--- config.mk ---
export PLATFORM = sky130hd
export DESIGN_NAME = fb_scanout_reader
export DESIGN_NICKNAME = d
export VERILOG_FILES = /design/src/rtl/fb_pkg.sv /design/src/rtl/signal_delay.sv /design/src/rtl/fb_scanout_reader.sv
export SDC_FILE = /design/constraint.sdc
export NUM_CORES = 1
export LEC_CHECK = 0
export ABC_AREA = 0
export BUFFER_PORTS_ARGS = -buffer_cell sky130_fd_sc_hd__buf_2
export CORE_AREA = 2 2 92 94
export DETAILED_ROUTE_END_ITERATION = 16
export DIE_AREA = 0 0 94 96
export PLACE_DENSITY_LB_ADDON = 0.08
export SYNTH_ARGS = -nofsm -noshare
export SYNTH_HDL_FRONTEND = slang
export SYNTH_HIERARCHICAL = 1
export SYNTH_SLANG_ARGS = --single-unit
--- constraint.sdc ---
create_clock -name clk_in -period 6.6 [get_ports clk_in]
set_input_delay 1.32 -clock clk_in [delete_from_list [all_inputs] [get_ports clk_in]]
set_output_delay 1.32 -clock clk_in [all_outputs]
set_load 0.01 [all_outputs]
--- src/rtl/fb_pkg.sv ---
// Framebuffer geometry and scanout state shared by the read and write paths.
package fb_pkg;
    localparam int FB_WIDTH      = 320;
    localparam int FB_HEIGHT     = 180;
    localparam int FB_BIT_WIDTH  = 16;
    localparam int FB_ADDR_WIDTH = 16;

    typedef enum logic [1:0] {
        UNSYNCED,
        DISPLAY,
        SWAP_PENDING
    } scan_state_e;
endpackage

--- src/rtl/signal_delay.sv ---
// Fixed-depth shift register with synchronous clear.
module signal_delay #(
    parameter int WIDTH = 1,
    parameter int DEPTH = 3
) (
    input  logic             clk_in,
    input  logic             rst_in,
    input  logic [WIDTH-1:0] data_in,
    output logic [WIDTH-1:0] data_out
);
    logic [DEPTH-1:0][WIDTH-1:0] dly_pipe;

    always_ff @(posedge clk_in) begin
        if (rst_in) begin
            dly_pipe <= '0;
        end else begin
            dly_pipe[0] <= data_in;
            for (int i = 1; i < DEPTH; i++) dly_pipe[i] <= dly_pipe[i-1];
        end
    end

    assign data_out = dly_pipe[DEPTH-1];
endmodule

--- src/rtl/fb_scanout_reader.sv ---
// Framebuffer scanout: upscaled read addressing, latency-matched video timing,
// and front/back bank ownership with vblank-only swaps.
module fb_scanout_reader
    import fb_pkg::*;
#(
    parameter int FB_BIT_WIDTH  = fb_pkg::FB_BIT_WIDTH,
    parameter int FB_ADDR_WIDTH = fb_pkg::FB_ADDR_WIDTH,
    parameter int FB_WIDTH      = fb_pkg::FB_WIDTH,
    parameter int SCALE_SHIFT   = 2,
    parameter int READ_LATENCY  = 2,
    parameter int V_ACTIVE      = 720
) (
    input  logic                     clk_in,
    input  logic                     rst_in,
    input  logic [10:0]              hcount_in,
    input  logic [9:0]               vcount_in,
    input  logic                     hsync_in,
    input  logic                     vsync_in,
    input  logic                     active_in,
    input  logic                     swap_req_in,
    input  logic [FB_BIT_WIDTH-1:0]  fb_data_in,
    output logic                     fb_re_out,
    output logic [FB_ADDR_WIDTH-1:0] fb_read_addr_out,
    output logic                     fb_front_out,
    output logic                     swap_done_out,
    output logic [FB_BIT_WIDTH-1:0]  pixel_out,
    output logic                     hsync_out,
    output logic                     vsync_out,
    output logic                     active_out
);
    localparam int               LAT     = 1 + READ_LATENCY;
    localparam logic [10:0]      FB_W_H  = 11'(FB_WIDTH);
    localparam logic [FB_ADDR_WIDTH-1:0] FB_W_A = FB_ADDR_WIDTH'(FB_WIDTH);
    localparam logic [9:0]       V_ACT_V = 10'(V_ACTIVE);
    localparam logic [9:0]       V_MASK  = 10'((1 << SCALE_SHIFT) - 1);

    logic [10:0]              fb_col;
    logic                     issue;
    logic [FB_ADDR_WIDTH-1:0] row_base, row_base_nxt, line_base;
    logic                     range_d;
    logic                     swap_pt, do_swap, armed;
    scan_state_e              state, state_nxt;

    assign fb_col = hcount_in >> SCALE_SHIFT;
    assign issue  = active_in && (fb_col < FB_W_H);

    // The row base for a line that starts this cycle is taken from the
    // update value so the first pixels of each new source row are correct.
    always_comb begin
        row_base_nxt = row_base;
        if (vcount_in == '0)
            row_base_nxt = '0;
        else if ((vcount_in & V_MASK) == '0 && vcount_in < V_ACT_V)
            row_base_nxt = row_base + FB_W_A;
        line_base = (hcount_in == '0) ? row_base_nxt : row_base;
    end

    always_ff @(posedge clk_in) begin
        if (rst_in) begin
            row_base         <= '0;
            fb_re_out        <= 1'b0;
            fb_read_addr_out <= '0;
        end else begin
            if (hcount_in == '0) row_base <= row_base_nxt;
            fb_re_out <= issue;
            if (issue) fb_read_addr_out <= line_base + FB_ADDR_WIDTH'(fb_col);
        end
    end

    signal_delay #(.WIDTH(4), .DEPTH(LAT)) u_timing_dly (
        .clk_in   (clk_in),
        .rst_in   (rst_in),
        .data_in  ({hsync_in, vsync_in, active_in, issue}),
        .data_out ({hsync_out, vsync_out, active_out, range_d})
    );

    assign pixel_out = (range_d && active_out && state != UNSYNCED) ? fb_data_in : '0;

    assign swap_pt = (hcount_in == '0) && (vcount_in == V_ACT_V);

    always_comb begin
        state_nxt = state;
        do_swap   = 1'b0;
        case (state)
            UNSYNCED: if (hcount_in == '0 && vcount_in == '0) state_nxt = DISPLAY;
            DISPLAY: begin
                if (swap_req_in && armed) begin
                    if (swap_pt) do_swap = 1'b1;
                    else         state_nxt = SWAP_PENDING;
                end
            end
            SWAP_PENDING: begin
                if (swap_pt) begin
                    do_swap   = 1'b1;
                    state_nxt = DISPLAY;
                end
            end
            default: state_nxt = UNSYNCED;
        endcase
    end

    // armed blocks a still-held request from triggering a second swap
    always_ff @(posedge clk_in) begin
        if (rst_in) begin
            state         <= UNSYNCED;
            fb_front_out  <= 1'b0;
            swap_done_out <= 1'b0;
            armed         <= 1'b1;
        end else begin
            state         <= state_nxt;
            swap_done_out <= do_swap;
            if (do_swap) fb_front_out <= ~fb_front_out;
            if (do_swap)           armed <= 1'b0;
            else if (!swap_req_in) armed <= 1'b1;
        end
    end
endmodule
## Word level (Yosys, flattened, before mapping)

Index checks and enable logic that the tools add are counted.

- Bits in registers: 50
- Bits in latches: 0
- RAM bits: 0
- Bits in read-only memories: 0
- Input port bits: 43
- Output and inout bits: 38
- Logic and storage cells: 50
- Memories: 0

- $add $sub $neg: 2
- Multiply operators: 0
- Div/mod/pow operators: 0
- Magnitude comparators: 2
- Eq/ne operators: 8
- Shift-type cells: 0
- Mux-type cells: 14
- Bitwise logic cells: 1
- Reduce and logical (&&, ||, !) cells: 13

Operators by type and width:

| cell | number |
|---|---|
| $mux 16 | 4 |
| $logic_not 10->1 | 2 |
| $add 16x9->16 | 1 |
| $add 16x9->16 const B | 1 |
| $logic_not 11->1 | 1 |
| $eq 10x10->1 const B | 1 |
| $lt 10x10->1 const B | 1 |
| $lt 9x9->1 const B | 1 |
| $mux 2 | 4 |
| $ne 2x2->1 const B | 4 |
| $logic_and 1x1->1 | 7 |
| $pmux 2 s3 | 1 |
| $mux 1 | 4 |
| $reduce_and 4->1 | 1 |
| $eq 2x1->1 const B | 1 |
| $eq 2x2->1 const B | 1 |
| $logic_not 2->1 | 1 |
| $ne 2x1->1 const B | 1 |
| $pmux 1 s2 | 1 |
| $reduce_bool 2->1 | 1 |
| $not 1->1 | 1 |

## Logic depth before layout (Yosys ltp)

- Depth after elaboration: 6
- Mapped depth: 15
- Mapped depth without buffers: 13

## Modules after synthesis

The synthesis kept the hierarchy.

Modules (own cells, without submodules):

| module | instances | cells an instance | area each (µm²) | sequential area each (µm²) |
|---|---|---|---|---|
| fb_scanout_reader | 1 | 282 | 2356.0 | 760.7 |
| signal_delay | 1 | 29 | 396.6 | 240.2 |

## Worst setup path before layout

No wires, ideal clock.

- Kind: input port to flip-flop
- From: input port vcount_in[0]
- To: register fb_read_addr_out[10]
- Library setup time: 86 ps
- Data arrival time: 4502 ps
- Required time: 6514 ps
- Slack: 2012 ps
- Cell stages on the path: 15
- Path buffers: 2
- Cell sequence: nor4_2 and4_2 clkbuf_1 nand2_1 buf_4 and2_1 ha_1 fa_1 a211oi_1 nor2_1 o31a_1 o31a_1 o21ai_0 xnor2_1 a211oi_1

- Cells in the longest elaborated chain, start to end: 6
- Elaborated cells between the ends (all ways): 8
- Those cells by class: add/sub: 1; order compare: 1; mux: 3; reduce/logical: 3

RTL lines:

| what | RTL line | source |
|---|---|---|
| start, declared | fb_scanout_reader.sv:16 | `input logic [9:0] vcount_in,` |
| $lt 10x10->1 or $logic_not 10->1 (tied branches) | fb_scanout_reader.sv:53 | `else if ((vcount_in & V_MASK) == '0 && vcount_in < V_ACT_V)` |
| $logic_and 1x1->1 | fb_scanout_reader.sv:53 |  |
| $mux 16 | fb_scanout_reader.sv:53 |  |
| $mux 16 * | fb_scanout_reader.sv:51 | `if (vcount_in == '0)` |
| $mux 16 * | -- |  |
| net line_base[0] | fb_scanout_reader.sv:39 | `logic [FB_ADDR_WIDTH-1:0] row_base, row_base_nxt, line_base;` |
| $add 16x9->16 * | fb_scanout_reader.sv:66 | `if (issue) fb_read_addr_out <= line_base + FB_ADDR_WIDTH'(fb_col);` |
| end signal, assigned | fb_scanout_reader.sv:66 |  |
| end, declared | fb_scanout_reader.sv:23 | `output logic [FB_ADDR_WIDTH-1:0] fb_read_addr_out,` |

Mark *: on every way through the listed nets, which the timed path passes. The rest lies on a longest branch.
A chain may end at the register's enable or synchronous reset.

## Worst setup path in the final report

Same ends and word-level chain as after synthesis.

==> key figures <==
Clocking
  • Clock sinks: 50
  • Clock tree buffer depth: 2
  • Clk_lat worst skew: 300 ps
  • Clock Pin Slew Worst Setup and Hold Paths: approximately 90 ps
  • CTS Buf Count: 5
  • CTS tree: done
  • CTS-repair resized insts: 0
  • Clk root buf: clkbuf_8
  • Number of H-tree levels: 2
  • Postcts setup bufs: 0
  • Post-CTS Hold Buffers: 0

Layout
  • Number of fill cells: 870
  • Layout cells sized above 1: 0.281
  • Final net count: 438
  • Ant. Diodes: 0
  • Layout overhead on the synthesized area: 18.8%
  • Final core utilization: 0.406

Worst setup path
  • Worst setup EP type: register
  • Worst setup path end: fb_read_addr_out[10]
  • R2R cell count: 10
  • Crit Reg-Reg Startpoint: row_base[0]
  • CP cell instances: buf_2 > nor4_2 > and4_2 > nand2_1 > and2_1 > ha_1 > fa_1 > a211oi_1 > nor2_1 > o31a_1 > o31a_1 > o21ai_0 > xnor2_1 > a211oi_1
  • Worst path slowest cell: fa_1
  • Crit start category: input port
  • Crit path max-delay family: simple AND/OR/NAND/NOR gates
  • Req. time, crit path: between 6000 and 7000 ps
  • CP arrival: between 5000 and 6000 ps
  • Crit path from: vcount_in[0]
  • Crit path max fanout: 16
  • Crit Path Class: input port to register
  • WP depth: 14
  • Crit path buffers/inverters: 1
  • R2R Path End: fb_read_addr_out[10]
  • Worst stage delay on the critical path: ~420 ps
  • R2r setup slk: a little under 4000 ps

Global routing
  • First-pass GRT wire length: 11200 um
  • Global Route Usage Sum: 0.157
  • Initial antenna violation count: 0
  • Largest net degree at the start of global routing: slightly above 50
  • Grt total ovfl: 0
  • Vias in the first global route: around 2300

Status
  • Status: completed

Detailed routing
  • WL final: 6730 um
  • Remaining DRCs: 0
  • DR iter-0 viols: 55
  • Met1 Wirelength: 3120 um
  • Final ANT Viol Nets: 0
  • Metal2 WL: approximately 3200 um
  • Detail Route met3 WL: between 300 and 400 um
  • Uppermost layer routed: met4
  • Routed WL per cell: around 14 um
  • Via density per instance: approximately 4.9
  • Via Count: 2400
  • DR pass1 iterations: 4

Die
  • Die height: around 96 um
  • Std-Cell Rows: 33
  • Die Width: approximately 94 um
  • I/O pin cnt: slightly above 80
  • Initial Utilization: 0.342
  • Core region area: 8050 sq um
  • Die ar.: about 9000 sq um

Synthesis
  • Synth top area cells: dfxtp_1, ha_1, and2_1
  • Syn nets: 368
  • Post-Synth XOR/XNOR Area: 0.0409
  • YS warnings: 6
  • Cell Area, Synth: between 2000 and 3000 sq um
  • Commonest cells in the netlist: dfxtp_1, nor2_1, and2_1, nand2_1
  • Post-synth EDFFs: 0
  • Gate Count Post-Synth: about 310
  • Post-synthesis sequential area ratio: 0.364
  • Synth unique cells: 53
  • Synth Area in Adders: 0.0664
  • Count leader, synth: dfxtp_1
  • Ys flop type: dfxtp_1
  • Seq cells post-synth: 50
  • Simple-Gate Fraction of Synth Area: 0.302
  • Asr flop ratio synth: 0
  • Synth Area in Compound Gates: 0.160
  • Main combinational cell family by area after synthesis: simple AND/OR/NAND/NOR gates
  • Mapped Avg Cell Area: just under 9 sq um
  • Post-synth top area share: 0.364
  • Mux cell area share after synthesis: 0.0145
  • Area leader, netlist: dfxtp_1

Pwr
  • Switching power: between 0.1 and 0.15 mW
  • Power Density: roughly 180 nW/um^2
  • Sw Ratio: 0.244
  • Gate power share: 0.117
  • P_int: around 0.45 mW
  • Seq pwr share: 0.525
  • VDD IR-drop max: between 0.09 and 0.1 mV
  • Clock power frac: 0.358
  • Overall power: roughly 0.6 mW
  • P_leak: approximately 1.5 nW

Min path
  • HP Class: register to register
  • Worst Hold Depth: 1

Timing
  • Post-layout min period: around 4800 ps
  • Worst slew margin: 0.291
  • Fin Clk Skew: between 5 and 6 ps
  • Final period util: 0.729
  • Worst Tran Pin Value: about 1100 ps
  • Slew Limit Fails: 0
  • Fin. Hold Viols: 0
  • Setup TNS: 0 ps
  • FMAX: 208 MHz
  • Worst hold margin: between 400 and 500 ps
  • Final worst setup slack: roughly 1800 ps
  • # setup viols final: 0
  • RSZ-0062 raised after global routing: no

Placement
  • Detailed Place HPWL: 5080 um
  • Place WS: between 1500 and 2000 ps
  • Routability congestion estimate: approximately 0.81
  • Port buffer count: 80

Flow run
  • Max-Cap Viols: 0
==> cells by family (layout without fill, tap and decap cells) <==
kind of cell    count (synthesis)  count (layout)
simple gates                  144             144
compound gates                 64              64
flops                          50              50
buf+inv                        23              93
fa+ha+maj                      14              14
xor+xnor                       12              12
mux                             4               4
==> final cells by class <==
type	instances	area (sq um)	share of cell area
multi-input cells	238	1610	0.491
flip-flops and latches	50	1000	0.306
repair buffers	80	400	0.122
well taps	105	131	0.0402
clock buffers	5	68.8	0.0210
clock inverters	2	38.8	0.0119
inverters	6	22.5	0.00689
==> flip-flops by register name, summed over array words and instances, names as in the netlist <==
signal,count
fb_read_addr_out,16
row_base,16
u_timing_dly/dly_pipe,8
u_timing_dly/data_out,4
state,2
armed,1
fb_front_out,1
fb_re_out,1
swap_done_out,1
==> per-stage QoR <==
step                std cells  instance area [sq um]
floorplan                 311                   2750
global placement          479                   3160
detailed placement        479                   3160
CTS                       486                   3270
global route              486                   3270
finish                    486                   3270
==> per-layer routing <==
metal,vias up,track usage
met2,65,0.275
li1,1226,-
met1,1102,0.195
met5,-,0
met4,0,0.0471
met3,7,0.0329
==> how the worst min path moves through the flow <==
stage,end,from
after floorplan,u_timing_dly/data_out[0],u_timing_dly/dly_pipe[4]
after global placement,u_timing_dly/data_out[2],u_timing_dly/dly_pipe[6]
after detailed placement,u_timing_dly/dly_pipe[5],u_timing_dly/dly_pipe[1]
after CTS,u_timing_dly/dly_pipe[6],u_timing_dly/dly_pipe[2]
after global routing,u_timing_dly/dly_pipe[4],u_timing_dly/dly_pipe[0]
final,u_timing_dly/data_out[0],u_timing_dly/dly_pipe[4]
==> cell usage in the layout, fill, tap and decap left out, types with 2 or more instances in the layout <==
cell type / Yosys / layout
a31oi_1: 2 / 2
nand4_1: 2 / 2
a211oi_1: 9 / 9
nor4_2: 2 / 2
nor2b_1: 12 / 12
nor2_1: 32 / 32
nor4_1: 9 / 9
xnor2_1: 6 / 6
and2_1: 22 / 22
xor2_1: 5 / 5
a21o_1: 5 / 5
dfxtp_1: 50 / 50
clkbuf_8: 0 / 5
nor3_1: 8 / 8
and2b_2: 2 / 2
o211a_1: 3 / 3
o31a_1: 3 / 3
nor2b_2: 8 / 8
nand2_1: 22 / 22
a21oi_1: 13 / 13
nand3_1: 9 / 9
o211ai_1: 4 / 4
or3_1: 2 / 2
inv_1: 6 / 6
o21ai_0: 12 / 12
ha_1: 13 / 13
mux2i_1: 4 / 4
nor2b_4: 2 / 2
buf_2: 1 / 80
o21a_1: 5 / 5
and3_1: 3 / 3
==> power by group through the flow <==
stage / Clock [mW] / Combinational (mW) / Sequential [mW]
2_1_floorplan: 0 / 0.0417 / 0.324
3_3_place_gp: 0 / 0.0715 / 0.321
3_5_place_dp: 0 / 0.0712 / 0.322
4_1_cts: 0.224 / 0.0715 / 0.315
5_1_grt: 0.238 / 0.0805 / 0.316
6_report: 0.215 / 0.0703 / 0.314
Power figures use the tool's default switching activity.
